### config.mk
export PLATFORM = sky130hd
export DESIGN_NAME = image_scan_reader
export DESIGN_NICKNAME = d
export VERILOG_FILES = /design/src/rtl/image_scan_reader.sv
export SDC_FILE = /design/constraint.sdc
export NUM_CORES = 1
export LEC_CHECK = 0
export CORE_UTILIZATION = 50
export CTS_CLUSTER_DIAMETER = 80
export DETAILED_ROUTE_END_ITERATION = 12
export PLACE_DENSITY = 0.82
export SYNTH_ARGS = -nofsm -noshare
export SYNTH_HDL_FRONTEND = slang
export SYNTH_SLANG_ARGS = --single-unit
### constraint.sdc
create_clock -name clk -period 6.2 [get_ports clk]
set_input_delay 0.93 -clock clk [delete_from_list [all_inputs] [get_ports clk]]
set_output_delay 0.93 -clock clk [all_outputs]
set_load 0.02 [all_outputs]
### src/rtl/image_scan_reader.sv
// Raster-order read sequencer for image_rom.
// Hides the ROM read latency behind a 2-deep skid buffer.
module image_scan_reader #(
  parameter int IMG_W = 320,
  parameter int IMG_H = 240,
  parameter int ROW_W = 8,
  parameter int COL_W = 9,
  parameter int PIX_W = 12
) (
  input  logic             clk,
  input  logic             rst_n,
  input  logic             start,
  output logic             busy,
  output logic             done,
  output logic [ROW_W-1:0] rom_row,
  output logic [COL_W-1:0] rom_col,
  input  logic [PIX_W-1:0] rom_data,
  output logic [PIX_W-1:0] pix_data,
  output logic [ROW_W-1:0] pix_row,
  output logic [COL_W-1:0] pix_col,
  output logic             pix_sof,
  output logic             pix_eol,
  output logic             pix_eof,
  output logic             pix_valid,
  input  logic             pix_ready
);

  typedef enum logic [1:0] {
    IDLE,
    SCAN,
    DRAIN
  } state_t;

  typedef struct packed {
    logic [ROW_W-1:0] row;
    logic [COL_W-1:0] col;
    logic             sof;
    logic             eol;
    logic             eof;
  } meta_t;

  typedef struct packed {
    logic [PIX_W-1:0] data;
    meta_t            meta;
  } ent_t;

  localparam logic [ROW_W-1:0] ROW_LAST = ROW_W'(IMG_H - 1);
  localparam logic [COL_W-1:0] COL_LAST = COL_W'(IMG_W - 1);

  state_t           state_q;
  logic [ROW_W-1:0] row_q;
  logic [COL_W-1:0] col_q;
  logic             done_q;
  logic             inf_q;
  meta_t            inf_meta_q;
  ent_t             e0_q, e0_d;
  ent_t             e1_q, e1_d;
  logic [1:0]       cnt_q, cnt_d;

  logic       pop;
  logic       push;
  logic       issue;
  logic       last;
  logic [2:0] occ;
  meta_t      cur;
  ent_t       new_e;

  assign pop   = (cnt_q != 2'd0) & pix_ready;
  assign push  = inf_q;
  assign occ   = 3'(cnt_q) + 3'(inf_q) - 3'(pop);
  assign issue = (state_q == SCAN) && (occ < 3'd2);
  assign last  = (row_q == ROW_LAST) && (col_q == COL_LAST);

  assign cur.row = row_q;
  assign cur.col = col_q;
  assign cur.sof = (row_q == '0) && (col_q == '0);
  assign cur.eol = (col_q == COL_LAST);
  assign cur.eof = last;

  assign new_e.data = rom_data;
  assign new_e.meta = inf_meta_q;

  // Slot 0 is always the head; slot 1 only fills behind a stalled head.
  always_comb begin
    e0_d  = e0_q;
    e1_d  = e1_q;
    cnt_d = cnt_q;
    unique case ({push, pop})
      2'b11: begin
        if (cnt_q == 2'd1) begin
          e0_d = new_e;
        end else begin
          e0_d = e1_q;
          e1_d = new_e;
        end
      end
      2'b01: begin
        e0_d  = e1_q;
        cnt_d = cnt_q - 2'd1;
      end
      2'b10: begin
        if (cnt_q == 2'd0) e0_d = new_e;
        else               e1_d = new_e;
        cnt_d = cnt_q + 2'd1;
      end
      default: ;
    endcase
  end

  always_ff @(posedge clk) begin
    if (!rst_n) begin
      e0_q       <= '0;
      e1_q       <= '0;
      cnt_q      <= 2'd0;
      inf_q      <= 1'b0;
      inf_meta_q <= '0;
    end else begin
      e0_q  <= e0_d;
      e1_q  <= e1_d;
      cnt_q <= cnt_d;
      inf_q <= issue;
      if (issue) inf_meta_q <= cur;
    end
  end

  always_ff @(posedge clk) begin
    if (!rst_n) begin
      state_q <= IDLE;
      row_q   <= '0;
      col_q   <= '0;
      done_q  <= 1'b0;
    end else begin
      done_q <= 1'b0;
      unique case (state_q)
        IDLE: begin
          if (start) begin
            state_q <= SCAN;
            row_q   <= '0;
            col_q   <= '0;
          end
        end
        SCAN: begin
          if (issue) begin
            if (last) begin
              state_q <= DRAIN;
            end else if (col_q == COL_LAST) begin
              col_q <= '0;
              row_q <= row_q + ROW_W'(1);
            end else begin
              col_q <= col_q + COL_W'(1);
            end
          end
        end
        DRAIN: begin
          if (!inf_q && cnt_d == 2'd0) begin
            state_q <= IDLE;
            done_q  <= 1'b1;
          end
        end
        default: state_q <= IDLE;
      endcase
    end
  end

  assign busy      = (state_q != IDLE);
  assign done      = done_q;
  assign rom_row   = row_q;
  assign rom_col   = col_q;
  assign pix_data  = e0_q.data;
  assign pix_row   = e0_q.meta.row;
  assign pix_col   = e0_q.meta.col;
  assign pix_sof   = e0_q.meta.sof;
  assign pix_eol   = e0_q.meta.eol;
  assign pix_eof   = e0_q.meta.eof;
  assign pix_valid = (cnt_q != 2'd0);

endmodule

Word level (Yosys, flattened, before mapping)
Index checks and enable logic that the tools add are counted.
{"block": "classes", "order_cmp": 1, "n_eq_ne": 17, "bitwise": 1, "reduce_logical": 21, "add_sub_neg": 6, "n_mux": 23}
{"op": "32-bit two-way mux", "count": 4}
{"op": "32-bit case mux with 3 select lines", "count": 1}
{"op": "32-bit case mux with 2 select lines", "count": 1}
{"op": "9-bit two-way mux", "count": 4}
{"op": "8-bit two-way mux", "count": 4}
{"op": "2-bit != test, second input constant", "count": 9}
{"op": "9-bit case mux with 2 select lines", "count": 1}
{"op": "8-bit case mux with 2 select lines", "count": 1}
{"op": "9-bit by 1-bit adder with 9-bit output, second input constant", "count": 1}
{"op": "9-bit == test, second input constant", "count": 1}
{"op": "9-bit zero test", "count": 1}
{"op": "8-bit by 1-bit adder with 8-bit output, second input constant", "count": 1}
{"op": "8-bit == test, second input constant", "count": 1}
{"op": "8-bit zero test", "count": 1}
{"op": "2-bit two-way mux", "count": 4}
{"op": "4-bit AND reduction", "count": 2}
{"op": "2-bit nonzero test", "count": 4}
{"op": "2-bit by 1-bit == test with 1-bit output, second input constant", "count": 3}
{"op": "2-bit == test, second input constant", "count": 3}
{"op": "2-bit zero test", "count": 3}
{"op": "2-bit case mux with 3 select lines", "count": 1}
{"op": "5-bit AND reduction", "count": 1}
{"op": "1-bit logical AND", "count": 4}
{"op": "2-bit case mux with 2 select lines", "count": 1}
{"op": "other kinds (11)", "count": 12}
{"block": "word_totals", "reg_bits": 107, "input_bits": 16}

Logic depth before layout (Yosys ltp)
{"block": "logic_depth", "word_depth": 8, "depth_mapped": 12}

Worst setup path before layout
OpenSTA, ideal clock, no wires.
{"block": "synth_timing", "kind": "input to register", "from": "in pix_ready", "to": "reg row_q[3] (netlist: rom_row[3])", "path_buffers": 1, "setup_time_ns": 0.139, "arrival_time_ns": 3.006, "setup_slack_ns": 3.055, "required_ns": 6.061, "stages": 8, "path_cell_list": "nor2b_1 xnor2_1 nor2_1 fa_1 o32a_1 clkbuf_1 o311ai_0 o41ai_2"}
{"block": "synth_via", "elab_chain_len": 6}
{"item": "start, declared", "line": "25", "text": "input logic pix_ready"}
{"item": "1-bit AND", "line": "68", "text": "assign pop = (cnt_q != 2'd0) & pix_ready;"}
{"item": "3-bit by 1-bit subtractor with 3-bit output", "line": "70", "text": "assign occ = 3'(cnt_q) + 3'(inf_q) - 3'(pop);"}
{"item": "3-bit by 2-bit less-than comparator with 1-bit output", "line": "71", "text": "assign issue = (state_q == SCAN) && (occ < 3'd2);"}
{"item": "1-bit logical AND", "line": "71"}
{"item": "2-bit != test (no source line)"}
{"item": "5-bit AND reduction (no source line)"}
{"item": "end signal, assigned", "line": "148", "text": "row_q <= row_q + ROW_W'(1);"}
{"item": "end, declared", "line": "51", "text": "logic [ROW_W-1:0] row_q;"}
No other way between the ends.
A chain may end at the register's enable or synchronous reset.

Final worst setup path
{"block": "layout_timing", "from": "in pix_ready", "to": "reg inf_meta_q[0] in the netlist's numbering"}
{"block": "layout_via", "elab_chain_len": 4}
{"item": "1-bit AND", "line": "68"}
{"item": "3-bit by 1-bit subtractor with 3-bit output", "line": "70"}
{"item": "3-bit by 2-bit less-than comparator with 1-bit output", "line": "71"}
{"item": "1-bit logical AND", "line": "71"}
{"item": "end signal, assigned", "line": "122", "text": "if (issue) inf_meta_q <= cur;"}
{"item": "end, declared", "line": "55", "text": "meta_t inf_meta_q;"}
No other way between the ends.

==> run_results.csv <==
group,metric,value,unit
worst_setup_path,cp_slowest_stage_delay,0.70,ns
die,dieArea,9920,um^2
cells_and_area,diodes,0,
clock_tree,clockRootBuffer,"clkbuf_8",
worst_setup_path,r2r_slack,2.81,ns
worst_setup_path,critPathCaptureType,"flip-flop",
worst_setup_path,critPathLaunchType,"input pin",
place,routabilityCongestion,0.912,
die,fp.dieW,99.6,um
worst_setup_path,crit_path_cell_trace,"clkdlybuf4s50_1, nor2b_1, xnor2_1, nor2_1, fa_1, or3_1, or4_1, a21oi_1",
die,die_height,99.6,um
detailed_routing,routed_wl,11000,um
die,pin_count,68,
timing,fin_skew,0.00800,ns
timing,fmaxAchievable,267,MHz
worst_setup_path,r2r-start,"cnt_q[0]",
synthesis,yosysWarnings,0,
clock_tree,htreeDepth,3,
synthesis,synthMuxAreaShare,6.73,%
synthesis,synthCells,567,
worst_setup_path,crit_buf_inv,1,
clock_tree,ctsResizeCount,0,
worst_setup_path,path_delay_family,"simple AND/OR/NAND/NOR gates",
clock_tree,numCtsBuffers,9,
cells_and_area,multi_input_area,2300,um^2
clock_tree,postCtsSetupRepairBufs,0,
synthesis,async_flop_share,0,%
cells_and_area,fill_cells,809,
synthesis,netlist_area,4760,um^2
synthesis,synth-edff-count,0,
detailed_routing,drtIter0Drc,330,
timing,fin_crit,3.75,ns
synthesis,synth_top_family_by_area,"simple AND/OR/NAND/NOR gates",
detailed_routing,detail_route.wl_per_cell,15.2,um
clock_tree,cts_num_sinks,107,
clock_tree,tritoncts,"yes",
timing,finalWorstSetupSlack,2.45,ns
timing,maxSlewHeadroom,19.2,%
worst_setup_path,crit_arrival,4.05,ns
synthesis,synthesis.nets,590,
timing,rsz0062_at_grt,"no",
synthesis,synth_cell_type_count,53,
synthesis,syn_area_per_cell,8.40,um^2
timing,fin_crit_sh,60.5,%
cells_and_area,syn_to_final_growth,16.3,%
detailed_routing,final_antenna_net_count,0,
clock_tree,cts_hold_buffers,0,
grt,antenna_found_initial,0,
grt,grt_pass1_wl,18700,um
worst_setup_path,worstReg2RegEnd,"inf_meta_q[0]",
timing,hold_ws,0.458,ns
detailed_routing,drc,0,
grt,grt_usage,23.3,%
timing,hold_viol_final,0,
synthesis,synth_xor_area_share,0.552,%
clock_tree,clk_latency,0.37,ns
clock_tree,clockBufferDepth,2,
place,dp_hpwl,7160,um
outcome,outcome,"complete, no violations",
worst_setup_path,worstPathMaxFanout,23,
clock_tree,cts.clk_slew.worst_paths,0.09,ns
grt,grt_remaining_overflow,0,
detailed_routing,avgViaCountPerCell,5.64,
synthesis,synthFlopType,"dfxtp_1",
worst_setup_path,critical_path_class,"input pin to flip-flop",
worst_setup_path,critPathSlowestCell,"or3_1",
grt,grt_max_degree,65,
place,dp_slack,2.08,ns
synthesis,synth_seq_cells,107,
power_and_ir_drop,p_leak,1.80,nW
cells_and_area,layout_commonest_cell,"nand2_1",
min_path,min_path_cells,2,
detailed_routing,via_count,4091,
power_and_ir_drop,ir_worst_vdd,0.194,mV
cells_and_area,final_cell_mix,"nand2_1, dfxtp_1, a21oi_1",
detailed_routing,first_pass_iters,5,
worst_setup_path,reg2regPathDepth,9,
min_path,hold_start,"e1_q[1]",
synthesis,synthAdderAreaFrac,2.21,%
die,start_util,51.5,%
power_and_ir_drop,powerDensity,431,nW/um^2
flow_run,maxCapViolations,0,
cells_and_area,seqCellArea,2140,um^2
place,portBuffers,67,
synthesis,synth.yosys.seq_area_share,45.0,%
grt,grt_pass1_vias,3960,
cells_and_area,drive_gt1_share,5.37,%
cells_and_area,fin_nets,614,
die,rows,35,
timing,slew_viol_final,0,
synthesis,synth_compound_area_share,18.9,%
timing,finalSetupViolations,0,
min_path,hold_end,"e1_q[1]",
worst_setup_path,required,6.50,ns
min_path,min_path_type,"flip-flop to flip-flop",
synthesis,synthSimpleGateAreaFrac,19.5,%
timing,setup-tns-final,0,ns
timing,worst_pin_slew,1.21,ns
die,core_area,9240,um^2
==> layer usage <==
metal	share of wire, %	GRT usage [%]	vias to the layer above	wire, um
met5	0	0	-	0
met3	6.6	3.09	20	732
met4	1.9	9.50	0	206
li1	-	-	2014	-
met1	44	30.4	1901	4880
met2	47	39.2	156	5200
==> area by class of cell <==
cell class,count,area share (%)
clock inverter,4,0.926
timing repair buffer,72,12.8
inverter,11,0.745
tap,129,2.91
multi-input combinational,390,41.5
clock buffer,12,2.44
sequential,107,38.7
==> stage by stage <==
stage / cell area [um^2] / cells / util (%) / power, W
2_1_floorplan: 4760 / 567 / - / 0.00161
3_3_place_gp: 5350 / 709 / 57.9 / 0.00194
3_5_place_dp: 5350 / 709 / 57.9 / 0.00198
4_1_cts: 5540 / 725 / 59.9 / 0.00239
5_1_grt: 5540 / 725 / 59.9 / 0.00253
6_report: 5540 / 725 / 59.9 / 0.00239
==> flip-flops by register name, summed over array words and instances (netlist names) <==
name        cells
state_q         2
pix_sof         1
rom_col         9
rom_row         8
pix_data       12
inf_q           1
done            1
pix_row         8
pix_col         9
pix_eof         1
cnt_q           2
e1_q           32
inf_meta_q     20
pix_eol         1
==> cells in the mapped netlist, drive strengths merged (6+ instances only) <==
| library cell | number | area, um^2 |
|---|---|---|
| a31oi | 6 | 37.5 |
| nand4 | 9 | 71.3 |
| or3 | 6 | 38.8 |
| a21oi | 90 | 454 |
| ha | 6 | 75.1 |
| clkbuf | 31 | 116 |
| buf | 28 | 180 |
| mux2i | 32 | 320 |
| nand3 | 7 | 35.0 |
| inv | 11 | 41.3 |
| nand2 | 118 | 445 |
| dfxtp | 107 | 2140 |
| o21ai | 40 | 200 |
==> kinds of logic (layout without fill, tap and decap cells) <==
kind of cell,after synthesis,in the layout
buffers and inverters,70,99
xor gates and xnor gates,3,3
DFF,107,107
and+or+nand+nor,186,186
AOI/OAI and AO/OA,161,161
muxes,32,32
adders and majority gates,8,8
==> where the power goes <==
group / internal, W / switching, W / leakage [nW] / total, W
Combinational: 0.000430 / 0.000656 / 0.846 / 0.00109
Clock: 0.000188 / 0.000226 / 0.0906 / 0.000414
Sequential: 0.000813 / 0.0000739 / 0.867 / 0.000887
==> worst max path at each step <==
stage / from / endpoint / slack [ns] / depth (start not counted)
after floorplan: pix_ready / rom_row[3] / 3.06 / 8
after global placement: pix_ready / inf_meta_q[0] / 2.21 / 8
after detailed placement: pix_ready / inf_meta_q[0] / 2.08 / 8
after CTS: pix_ready / inf_meta_q[0] / 2.44 / 8
after global routing: pix_ready / state_q[1] / 2.29 / 8
final: pix_ready / inf_meta_q[0] / 2.45 / 8
==> tightest hold or removal path, delay by kind of cell, from the launching register on <==
kind,cells,cell delay (ns)
flip-flops,1,0.32
AND/OR/NAND/NOR,1,0.05
AO/OA/AOI/OAI,1,0.05
Note: power is estimated with default switching activity, not from simulation.
==> edit: new RTL, same settings <==
Encoding of `state_t`: now one-hot (3 bits for 3 states).
--- a/src/rtl/image_scan_reader.sv
+++ b/src/rtl/image_scan_reader.sv
@@ -27,6 +27,6 @@
 
-  typedef enum logic [1:0] {
-    IDLE,
-    SCAN,
-    DRAIN
+  typedef enum logic [2:0] {
+    IDLE  = 3'b001,
+    SCAN  = 3'b010,
+    DRAIN = 3'b100
   } state_t;
Behaviour: same outputs for any inputs over 10 cycles, from zero or initial values and one cycle with rst_n low; not proved beyond that.
==> edit against the unedited design <==
Wire length fell by 8.7%. Area after synthesis fell by 1.6%. Cell area fell by 1.9%. Highest routed layer unchanged. Worst setup slack got worse by 0.38 ns. Sequential cell count rose by 1.
Power is not compared: it rests on default switching activity, and its combinational part moved more than twofold at a synthesized area within 25%.
==> edit: results (changes against the unedited design) <==
Drt
  – DRT Pass-1 Iters: 4 (-1)
  – Wirelength per Cell: 14.4 um (-5.4%)
  – Vias per inst: 5.61 (-0.56%)
  – Violation count after the first detailed-route iteration: 200 (-39%)
  – Total vias in the final route: 3,928 (-4.0%)

Synth
  – Dominant cell type by area after synthesis: dfxtp_1
  – Post-Syn Nets: 583 (-1.2%)
  – Synth unique cells: 46 (-13%)
  – Synth warnings: 0 (unchanged)
  – Cells after Synth: 560 (-1.2%)
  – Largest cells by area after synthesis: dfxtp_1 46%, nand2_1 8.9%, a21oi_1 7.5%
  – Sequential share of the synthesized area: 46.1% (+1.2 points)
  – Synth cell count leaders: 111 x nand2_1, 108 x dfxtp_1, 70 x a21oi_1

Timing
  – Skew final: 0.00743 ns (-0.000570 ns)

Layout
  – Nets: 610 (-0.65%)
  – Share of cells above drive strength 1: 4.05% (-1.3 points)
  – Reg with most FFs: e1_q
  – Fill cell count: 788 (-2.6%)

Placement
  – Cells after DPL: 684 (-3.5%)
  – Count of buffers from port buffering: 67 (unchanged)
  – DP Wirelength: 6720 um (-6.1%)

Setup path
  – Slowest stage delay, CP: 0.73 ns (+0.03 ns)
  – Crit path arrival time: 4.43 ns (+0.38 ns)
  – Max Fanout on Critical Path: 26 (+13%)
  – Slowest-stage cell, CP: nor3_4

CTS
  – Root Buffer: clkbuf_8

Job
  – Maxcap violations: 0 (unchanged)

Global routing
  – First-pass GRT wire length: 16,700 um (-11%)

Outcome
  – Status: finished, final reports clean
[edit: changes by cell type after synthesis, sizes merged, moves of 5 or more]
cell / unedited run / this run
a21oi: 90 / 70
buf: 28 / 22
a211oi: 5 / 32
o21ai: 40 / 12
nand2: 118 / 111
o311ai: 5 / 0
nor2: 5 / 44
[edit: stage by stage]
step	area [um^2]	hold WS [ns]	setup slack, ns
floorplan	4690	0.436	3.07
global placement	5250	0.440	1.94
detailed placement	5250	0.446	1.75
CTS	5440	0.459	2.13
global route	5440	0.477	1.85
finish	5440	0.459	2.07
[edit: per-layer routing]
layer / share of wire [%] / up-vias / track usage (%)
met1: 47 / 1808 / 28.6
met4: 0.81 / 0 / 8.27
met3: 4.9 / 10 / 2.84
met5: 0 / - / 0
met2: 48 / 118 / 33.8
li1: - / 1992 / -
[edit: cells by family after synthesis]
| group | after synthesis | synth area share [%] |
|---|---|---|
| XOR/XNOR | 3 | 0.561 |
| buffers and inverters | 64 | 6.76 |
| AND/OR/NAND/NOR | 215 | 21.0 |
| multiplexers | 32 | 6.84 |
| flip-flops | 108 | 46.1 |
| AO/OA/AOI/OAI | 130 | 16.4 |
| adder cells (fa/ha/maj) | 8 | 2.24 |
[edit: worst paths after layout]
kind | from | end | slack, ns | cells past startpoint
min | e1_q[28] | e1_q[28] | 0.46 | 2
max reg2reg | cnt_q[1] | rom_row[3] | 2.31 | 10
max | pix_ready | rom_row[3] | 2.07 | 9
min reg2reg | e1_q[28] | e1_q[28] | 0.46 | 2
[edit: area by class of cell]
| cell class | count | share of cell area [%] |
|---|---|---|
| clock inverter | 3 | 0.345 |
| inverter | 10 | 0.691 |
| timing repair buffer | 70 | 12.8 |
| clock buffer | 13 | 3.11 |
| sequential | 108 | 39.8 |
| tap | 108 | 2.49 |
| multi-input combinational | 388 | 40.8 |
[edit: worst reg2reg max path: cells and delay by family (launching register included)]
family | cells | cell delay (ns)
compound gates | 1 | 0.17
buf+inv | 1 | 0.13
flops | 1 | 0.41
simple gates | 5 | 2.16
xor+xnor | 1 | 0.21
fa+ha+maj | 2 | 0.74
[edit: where the power goes]
group | leakage [nW] | internal (mW) | switching (mW)
sequential | 0.872 | 0.753 | 0.0342
clock | 0.0998 | 0.180 | 0.228
combinational | 0.724 | 0.208 | 0.268
total | 1.70 | 1.14 | 0.530
